[src/rtl/debounced_step_counter_if.sv]
// Signal bundle between the button/mode sources and the step counter.
// The counter has no valid/ready handshake: inputs are raw asynchronous levels and outputs are registered levels/pulses.
interface debounced_step_counter_if #(
  parameter int WIDTH = 2
);
  logic             btn_up;
  logic             btn_dn;
  logic             auto;
  logic             dir;
  logic [WIDTH-1:0] q;
  logic             tc;
  logic             step;
  // Debounce FSM state codes: 0 IDLE, 1 ARM, 2 HELD, 3 DISARM
  logic [1:0]       up_state;
  logic [1:0]       dn_state;

  modport master (
    output btn_up, btn_dn, auto, dir,
    input  q, tc, step, up_state, dn_state
  );

  modport slave (
    input  btn_up, btn_dn, auto, dir,
    output q, tc, step, up_state, dn_state
  );
endinterface

[src/rtl/debounced_step_counter.sv]
// Modulo-MODULUS up/down counter driven by two debounced push-buttons or by an
// auto-run prescaler; emits a step pulse on every change and tc on wrap.
module debounced_step_counter #(
  parameter int WIDTH     = 2,
  parameter int MODULUS   = 4,
  parameter int DB_CYCLES = 120000,
  parameter int TICK_DIV  = 12000000
) (
  input  logic                     clk,
  input  logic                     rst,
  debounced_step_counter_if.slave  bus
);

  localparam int DBW = (DB_CYCLES > 2) ? $clog2(DB_CYCLES) : 1;
  localparam int PSW = (TICK_DIV > 2) ? $clog2(TICK_DIV) : 1;
  localparam logic [DBW-1:0]   DB_LAST  = DBW'(DB_CYCLES - 2);
  localparam logic [PSW-1:0]   PRE_LAST = PSW'(TICK_DIV - 1);
  localparam logic [WIDTH-1:0] Q_MAX    = WIDTH'(MODULUS - 1);

  typedef enum logic [1:0] {
    IDLE   = 2'd0,
    ARM    = 2'd1,
    HELD   = 2'd2,
    DISARM = 2'd3
  } db_state_t;

  logic [1:0]       up_sy, dn_sy, auto_sy, dir_sy;
  logic [1:0]       lvl;
  logic             auto_s, dir_s;
  db_state_t        st [2];
  logic [DBW-1:0]   dbc [2];
  logic [1:0]       press;
  logic [PSW-1:0]   pre;
  logic             tick;
  logic [WIDTH-1:0] q_r, q_nxt;
  logic             step_r, tc_r;
  logic             inc, dec, chg, wrap;

  always_ff @(posedge clk or posedge rst) begin
    if (rst) begin
      up_sy   <= '0;
      dn_sy   <= '0;
      auto_sy <= '0;
      dir_sy  <= '0;
    end else begin
      up_sy   <= {up_sy[0], bus.btn_up};
      dn_sy   <= {dn_sy[0], bus.btn_dn};
      auto_sy <= {auto_sy[0], bus.auto};
      dir_sy  <= {dir_sy[0], bus.dir};
    end
  end

  assign lvl    = {dn_sy[1], up_sy[1]};
  assign auto_s = auto_sy[1];
  assign dir_s  = dir_sy[1];

  // The level was already seen once in IDLE/HELD, so acceptance after
  // DB_CYCLES-1 further stable samples spans DB_CYCLES clock edges.
  always_ff @(posedge clk or posedge rst) begin
    if (rst) begin
      for (int i = 0; i < 2; i++) begin
        st[i]    <= HELD;
        dbc[i]   <= '0;
        press[i] <= 1'b0;
      end
    end else begin
      for (int i = 0; i < 2; i++) begin
        press[i] <= 1'b0;
        case (st[i])
          IDLE: begin
            if (lvl[i]) begin
              st[i]  <= ARM;
              dbc[i] <= '0;
            end
          end
          ARM: begin
            if (!lvl[i]) begin
              st[i] <= IDLE;
            end else if (dbc[i] == DB_LAST) begin
              st[i]    <= HELD;
              press[i] <= 1'b1;
            end else begin
              dbc[i] <= dbc[i] + 1'b1;
            end
          end
          HELD: begin
            if (!lvl[i]) begin
              st[i]  <= DISARM;
              dbc[i] <= '0;
            end
          end
          DISARM: begin
            if (lvl[i]) begin
              st[i] <= HELD;
            end else if (dbc[i] == DB_LAST) begin
              st[i] <= IDLE;
            end else begin
              dbc[i] <= dbc[i] + 1'b1;
            end
          end
          default: st[i] <= HELD;
        endcase
      end
    end
  end

  always_ff @(posedge clk or posedge rst) begin
    if (rst) begin
      pre <= '0;
    end else if (!auto_s || pre == PRE_LAST) begin
      pre <= '0;
    end else begin
      pre <= pre + 1'b1;
    end
  end

  assign tick = auto_s && (pre == PRE_LAST);

  always_comb begin
    q_nxt = q_r;
    inc   = 1'b0;
    dec   = 1'b0;
    chg   = 1'b0;
    wrap  = 1'b0;
    if (auto_s) begin
      inc = tick && dir_s;
      dec = tick && !dir_s;
    end else begin
      inc = press[0] && !press[1];
      dec = press[1] && !press[0];
    end
    if (inc) begin
      chg = 1'b1;
      if (q_r == Q_MAX) begin
        q_nxt = '0;
        wrap  = 1'b1;
      end else begin
        q_nxt = q_r + 1'b1;
      end
    end else if (dec) begin
      chg = 1'b1;
      if (q_r == '0) begin
        q_nxt = Q_MAX;
        wrap  = 1'b1;
      end else begin
        q_nxt = q_r - 1'b1;
      end
    end
  end

  always_ff @(posedge clk or posedge rst) begin
    if (rst) begin
      q_r    <= '0;
      step_r <= 1'b0;
      tc_r   <= 1'b0;
    end else begin
      q_r    <= q_nxt;
      step_r <= chg;
      tc_r   <= wrap;
    end
  end

  assign bus.q        = q_r;
  assign bus.step     = step_r;
  assign bus.tc       = tc_r;
  assign bus.up_state = st[0];
  assign bus.dn_state = st[1];

endmodule

[src/flat_wrapper.sv]
// flat-port wrapper written by rule: the top's interface ports become plain ports
module debounced_step_counter_flat 
#(
  parameter int WIDTH     = 2,
  parameter int MODULUS   = 4,
  parameter int DB_CYCLES = 120000,
  parameter int TICK_DIV  = 12000000
)
  (clk, rst, bus_btn_up, bus_btn_dn, bus_auto, bus_dir, bus_q, bus_tc, bus_step, bus_up_state, bus_dn_state);
  debounced_step_counter_if #(.WIDTH(WIDTH)) bus_i ();
  input  logic clk;
  input  logic rst;
  input wire logic [$bits(bus_i.btn_up)-1:0] bus_btn_up;
  input wire logic [$bits(bus_i.btn_dn)-1:0] bus_btn_dn;
  input wire logic [$bits(bus_i.auto)-1:0] bus_auto;
  input wire logic [$bits(bus_i.dir)-1:0] bus_dir;
  output wire logic [$bits(bus_i.q)-1:0] bus_q;
  output wire logic [$bits(bus_i.tc)-1:0] bus_tc;
  output wire logic [$bits(bus_i.step)-1:0] bus_step;
  output wire logic [$bits(bus_i.up_state)-1:0] bus_up_state;
  output wire logic [$bits(bus_i.dn_state)-1:0] bus_dn_state;
  assign bus_i.btn_up = bus_btn_up;
  assign bus_i.btn_dn = bus_btn_dn;
  assign bus_i.auto = bus_auto;
  assign bus_i.dir = bus_dir;
  assign bus_q = bus_i.q;
  assign bus_tc = bus_i.tc;
  assign bus_step = bus_i.step;
  assign bus_up_state = bus_i.up_state;
  assign bus_dn_state = bus_i.dn_state;
  debounced_step_counter #(.WIDTH(WIDTH), .MODULUS(MODULUS), .DB_CYCLES(DB_CYCLES), .TICK_DIV(TICK_DIV)) u_core (.clk(clk), .rst(rst), .bus(bus_i));
endmodule
[config.mk]
export PLATFORM = sky130hd
export DESIGN_NAME = debounced_step_counter_flat
export DESIGN_NICKNAME = d
export VERILOG_FILES = /design/src/rtl/debounced_step_counter_if.sv /design/src/rtl/debounced_step_counter.sv /design/src/flat_wrapper.sv
export SDC_FILE = /design/constraint.sdc
export NUM_CORES = 1
export LEC_CHECK = 0
export CORE_UTILIZATION = 60
export CTS_BUF_LIST = sky130_fd_sc_hd__clkbuf_8
export DETAILED_ROUTE_END_ITERATION = 6
export MAX_ROUTING_LAYER = met4
export PLACE_DENSITY = 0.78
export SLEW_MARGIN = 15
export SYNTH_ARGS = -nofsm -noshare
export SYNTH_HDL_FRONTEND = slang
export SYNTH_SLANG_ARGS = --single-unit
export TNS_END_PERCENT = 10
[constraint.sdc]
create_clock -name clk -period 3.25 [get_ports clk]
set_clock_uncertainty 0.1 [all_clocks]
set_input_delay 0.4875 -clock clk [delete_from_list [all_inputs] [get_ports clk]]
set_output_delay 0.4875 -clock clk [all_outputs]
set_load 0.01 [all_outputs]
==> out/metrics.yaml, run 1 <==
nets: 443
place_area_um2: 4160
hp-class: "reg -> reg"
finalCritPeriodShare_pct: 76.6
wl_per_cell_um: 14.8
synth_fa_ha_area_share_pct: 2.22
synth_warnings: 0
synth_top_family_by_area: "simple AND/OR/NAND/NOR gates"
setup_viol: 0
synth_area_per_cell_um2: 9.52
cts.clk_slew.worst_paths_ns: 0.08
layout_common_cells: "74 x dfrtp_1, 50 x nor2_1, 45 x nand2_1"
fin_area_um2: 4360
outcome: "completed"
drive_gt1_share_pct: 8.74
grt_max_degree: 77
numClockSinks: 76
critPathCaptureType: "register"
syn_area_um2: 3940
numCtsBuffers: 9
period_minus_slack_ns: 2.49
synthMuxAreaShare_pct: 2.19
gp_congestion: 0.863
p_total_w: 0.00184
syn2layout_area_growth_pct: 10.6
io_pins: 14
cts_tree: "done"
synth_compound_area_share_pct: 10.5
syn-instance-count: 414
required_ns: 3.35
crit_arrival_ns: 2.59
wirelength_um: 7590
fmax_ghz: 0.402
hold_ws_ns: 0.251
vdd_ir_drop_max_uv: 317
timing.slew.headroom_pct: 43.9
root_buffer: "clkbuf_8"
synth_seq_area_share_pct: 48.3
drc: 0
n_antenna_cell: 0
rsz0062_at_grt: "false"
grt_usage_pct: 24.9
setup_tns_ns: 0
synth_nets: 427
clk_latency_ns: 0.35
ys_ff_latch: 76
antenna_found_initial: 0
drt_iter0_drc: 204
firstDrtPassIters: 4
synth_ff_type: "dfrtp_1"
start_util_pct: 62.1
report.final.slew_viol_count: 0
grt_pass1_vias: 2973
cts_htree_levels: 3
synth-edff-count: 0
synthXorXnorAreaFrac_pct: 7.11
synth_cell_types: 52
hold_viol: 0
overflow: 0
grt_first_pass_wirelength_um: 13500
path_class: "reg -> reg"
fp-row-count: 29
worstMarginPinSlew_ns: 0.834
vias: 3132
coreArea_um2: 6350
drv_cap: 0
portBuffers: 13
p_leak_nw: 1.88
ctsHoldBuffers: 0
die_y_um: 83.1
die-area_um2: 6900
p_per_area_nw_per_um2: 423
post-cts-setup-buffers: 0
cts_buffer_depth: 2
die_width_um: 83.1
path_max_fanout: 22
synthArstFlopShare_pct: 100
post-dp-hpwl_um: 5070
crit_path_start_kind: "register"
synthSimpleGateAreaFrac_pct: 27.5
final_common_cell: "dfrtp_1"
postRouteAntennaNets: 0
cts_resized: 0
routed_via_density: 6.12
cell families (layout without fill, tap and decap cells):
group / count (synthesis) / in the layout
muxes: 8 / 8
AOI/OAI and AO/OA: 62 / 62
adders and majority gates: 7 / 7
and+or+nand+nor: 207 / 207
DFF: 76 / 76
xor gates and xnor gates: 32 / 32
buffers and inverters: 22 / 43
where the power goes:
group	switching, W	leakage, nW	total, W	internal, W
clock	0.000354	0.0983	0.000728	0.000374
combinational	0.0000606	0.761	0.000104	0.0000439
sequential	0.0000413	1.02	0.00101	0.000970
registers in the layout (all words and copies together), names as in the netlist, named ones only:
name and cells:
u_core.dn_sy 2, u_core.bus.tc 1, u_core.bus.dn_state 1, u_core.bus.step 1, u_core.dir_sy 2, u_core.bus.q 2
u_core.up_sy 2, u_core.dbc 34, u_core.pre 24, u_core.bus.up_state 1, u_core.auto_sy 2, u_core.press 2
area by class of cell:
type                    instances  area [um2]
clock buffers                  10         138
clock inverters                 6        63.8
fillers                       463        1990
inverters                      11        41.3
multi-input cells             316        1950
flip-flops and latches         76        1900
well taps                      77        96.3
repair buffers                 16         165
final timing paths:
check	cells past startpoint	slack (ns)	start	endpoint
max in group asynchronous	3	2.27	rst	asynchronous set/reset pin
max reg2reg	5	0.76	u_core.pre[8]$_DFF_PP0_	u_core.pre[22]$_DFF_PP0_
min in group asynchronous	3	0.43	rst	u_core.bus.q[0]$_DFFE_PP0P_
min reg2reg	0	0.25	u_core.up_sy[0]$_DFF_PP0_	u_core.up_sy[1]$_DFF_PP0_
min	0	0.25	u_core.up_sy[0]$_DFF_PP0_	u_core.up_sy[1]$_DFF_PP0_
max	5	0.76	u_core.pre[8]$_DFF_PP0_	u_core.pre[22]$_DFF_PP0_
per-stage QoR:
step	instances	setup WS [ns]	utilization, %
after global routing	512	0.613	68.7
after floorplan	414	0.727	-
after CTS	512	0.727	68.7
final	512	0.760	68.7
after global placement	496	0.929	65.5
after detailed placement	496	0.765	65.5
layer usage:
layer  share of wire (%)  up-vias  GRT usage [%]  routed length, um
met5                   0        -              -                  0
met4                 1.8        0           10.0                140
met3                 3.5       16           5.27                263
met2                  47       61           37.3               3570
met1                  48     1534           33.5               3610
li1                    -     1521              -                  -
Yosys cell counts (all sizes together) (3+ instances only):
library cell | instances | area [um2]
clkbuf | 8 | 30.0
o211ai | 3 | 22.5
and3 | 13 | 81.3
or4 | 3 | 22.5
nand3 | 31 | 155
mux2i | 3 | 30.0
or3 | 7 | 43.8
o21ai | 15 | 75.1
nand2 | 45 | 169
buf | 3 | 15.0
nor2 | 50 | 188
a31o | 5 | 43.8
or4b | 4 | 43.8
nor3 | 12 | 60.1
a22o | 8 | 70.1
nor4 | 8 | 71.3
nor3b | 4 | 30.0
ha | 7 | 87.6
and4 | 4 | 35.0
mux2 | 5 | 56.3
nand4b | 3 | 26.3
xnor2 | 9 | 78.8
a21oi | 15 | 75.1
xor2 | 23 | 201
inv | 11 | 41.3
nand4 | 12 | 75.1
dfrtp | 74 | 1850
worst max-delay path: stages, from the launching register on:
cell	delay (ns)
dfrtp_1	0.43
or4b_1	0.55
nor4_1	0.40
nand3_1	0.15
nand2_1	0.59
nor2_1	0.13
(Power assumes the default switching activity.)
==> run 2, diff against run 1 <==
Settings changed: CORE_UTILIZATION 60 to 57.
Clock period 3.25 ns to 2.29 ns, I/O delays scaled along.
==> out/metrics.yaml, run 2 (same netlist as run 1, synthesis figures left out) <==
syn2layout_area_growth_pct: 14.6
routed_via_density: 6.02  # -1.6%
post-dp-hpwl_um: 5640  # +11%
outcome: "completed"
coreArea_um2: 6490  # +2.3%
drive_gt1_share_pct: 12.0  # +3.3 points
fmax_ghz: 0.458  # +14%
wl_per_cell_um: 15.8  # +6.9%
critical-path-max-stage-delay_ns: 0.57  # -0.02 ns
grt_usage_pct: 26.4  # +1.5 points
drt_iter0_drc: 181  # -11%
hp-class: "reg -> reg"
die_y_um: 85.2  # +2.5%
critPathCaptureType: "register"
largest_reg_flops: 34  # unchanged
r2r_slack_ns: 0.11  # -0.65 ns
post-cts-setup-buffers: 0  # unchanged
drc: 0  # unchanged
cts_buffer_depth: 2  # unchanged
portBuffers: 13  # unchanged
dp.cells: 511  # +3.0%
numCtsBuffers: 9  # unchanged
wirelength_um: 8340  # +10%
place_area_um2: 4260  # +2.5%
timing.slew.headroom_pct: 64.9  # +21 points
ctsHoldBuffers: 0  # unchanged
setup_viol: 0  # unchanged
p_leak_nw: 1.98  # +5.3%
nets: 458  # +3.4%
crit_path_start_kind: "register"
die-area_um2: 7250  # +5.1%
top_regs: "u_core.dbc x34, u_core.pre x24"
required_ns: 2.43  # -0.92 ns
finalCritPeriodShare_pct: 95.4  # +19 points
clk_latency_ns: 0.36  # about the same
largest-register: "u_core.dbc"
instances_no_fill: 527  # +2.9%
vdd_ir_drop_max_uv: 491  # +55%
r2r_cells: 5  # unchanged
cp_cell_sequence: "or4b_4 -> nor4_4 -> a21oi_1 -> mux2_2 -> a22o_1"
finalWorstSetupSlack_ns: 0.106  # -0.654 ns
layout_common_cells: "74 x dfrtp_1, 50 x nor2_1, 45 x nand2_1"
grt_first_pass_wirelength_um: 14500  # +7.3%
root_buffer: "clkbuf_8"
p_seq_share_pct: 50.6  # -4.2 points
postRouteAntennaNets: 0  # unchanged
power_frac_comb_pct: 5.8  # about the same
crit_start: "u_core.dbc[9]$_DFFE_PP0P_"
antenna_found_initial: 0  # unchanged
cts_resized: 0  # unchanged
drv_cap: 0  # unchanged
p_int_w: 0.00217  # +56%
cts.clk_slew.worst_paths_ns: 0.08  # about the same
firstDrtPassIters: 4  # unchanged
numClockSinks: 76  # unchanged
n_antenna_cell: 0  # unchanged
overflow: 0  # unchanged
pwr-share-clk_pct: 43.7  # +4.2 points
io_pins: 14  # unchanged
path_max_fanout: 6  # -73%
crit_arrival_ns: 2.32  # -0.27 ns
cts_htree_levels: 3  # unchanged
grt_max_degree: 36  # -53%
grt_pass1_vias: 3200  # +7.6%
fp-row-count: 29  # unchanged
crit_path_end: "u_core.dbc[3]$_DFFE_PP0P_"
setup_tns_ns: 0  # unchanged
regToRegStartpoint: "u_core.dbc[9]$_DFFE_PP0P_"
vias: 3173  # +1.3%
p_total_w: 0.00284  # +54%
hold_viol: 0  # unchanged
path_class: "reg -> reg"
worstMarginPinSlew_ns: 0.524  # -0.310 ns
fin_area_um2: 4520  # +3.6%
hp-start: "u_core.auto_sy[0]$_DFF_PP0_"
report.final.slew_viol_count: 0  # unchanged
cts_tree: "done"
start_util_pct: 60.7  # -1.4 points
final_common_cell: "dfrtp_1"
pre_cts_ws_ns: 0.152  # -0.613 ns
cpMaxStageDelayCell: "or4b_4"
rr_endpoint: "u_core.dbc[3]$_DFFE_PP0P_"
die_width_um: 85.2  # +2.5%
swShare_pct: 23.5  # -1.2 points
p_sw_w: 0.000667  # +46%
p_per_area_nw_per_um2: 628  # +48%
gp_congestion: 0.924  # +7.1%
period_minus_slack_ns: 2.18  # -0.306 ns
-- run 2: power groups by stage --
stage / sequential (W) / combinational (W) / clock [W]
6_report: 0.00143 / 0.000163 / 0.00124
5_1_grt: 0.00144 / 0.000186 / 0.00132
4_1_cts: 0.00143 / 0.000165 / 0.00125
3_5_place_dp: 0.00146 / 0.000164 / 0
3_3_place_gp: 0.00146 / 0.000158 / 0
2_1_floorplan: 0.00144 / 0.000110 / 0
-- run 2: critical path, delay by kind of cell, from the launching register on --
kind / cells / cell delay [ns]
multiplexers: 1 / 0.31
flip-flops: 1 / 0.44
AND/OR/NAND/NOR: 2 / 0.85
AO/OA/AOI/OAI: 2 / 0.37
-- run 2: final cells by class --
class,count,area [um2]
clock inverter,7,116
fill,499,1980
sequential,76,1900
clock buffer,9,124
tap,77,96.3
timing repair buffer,31,265
multi-input combinational,316,1970
inverter,11,45.0
-- run 2: how the worst min path moves through the flow --
stage,to,slack (ns),depth (start not counted)
2_1_floorplan,u_core.auto_sy[1]$_DFF_PP0_,0.23,0
3_3_place_gp,u_core.dn_sy[1]$_DFF_PP0_,0.23,0
3_5_place_dp,u_core.auto_sy[1]$_DFF_PP0_,0.23,0
4_1_cts,u_core.auto_sy[1]$_DFF_PP0_,0.25,0
5_1_grt,u_core.dn_sy[1]$_DFF_PP0_,0.26,0
6_report,u_core.auto_sy[1]$_DFF_PP0_,0.25,0
-- run 2: through the flow --
step	utilization, %	hold WS [ns]
3_3_place_gp	65.6	0.235
3_5_place_dp	65.6	0.235
5_1_grt	69.5	0.265
4_1_cts	69.3	0.254
6_report	69.5	0.253
2_1_floorplan	-	0.231
-- run 2: metal layers --
layer	routed length [um]	track usage [%]	up-vias
li1	-	-	1548
met1	3830	33.8	1541
met2	4040	41.7	72
met3	317	4.09	12
met4	158	12.0	0
met5	0	-	-
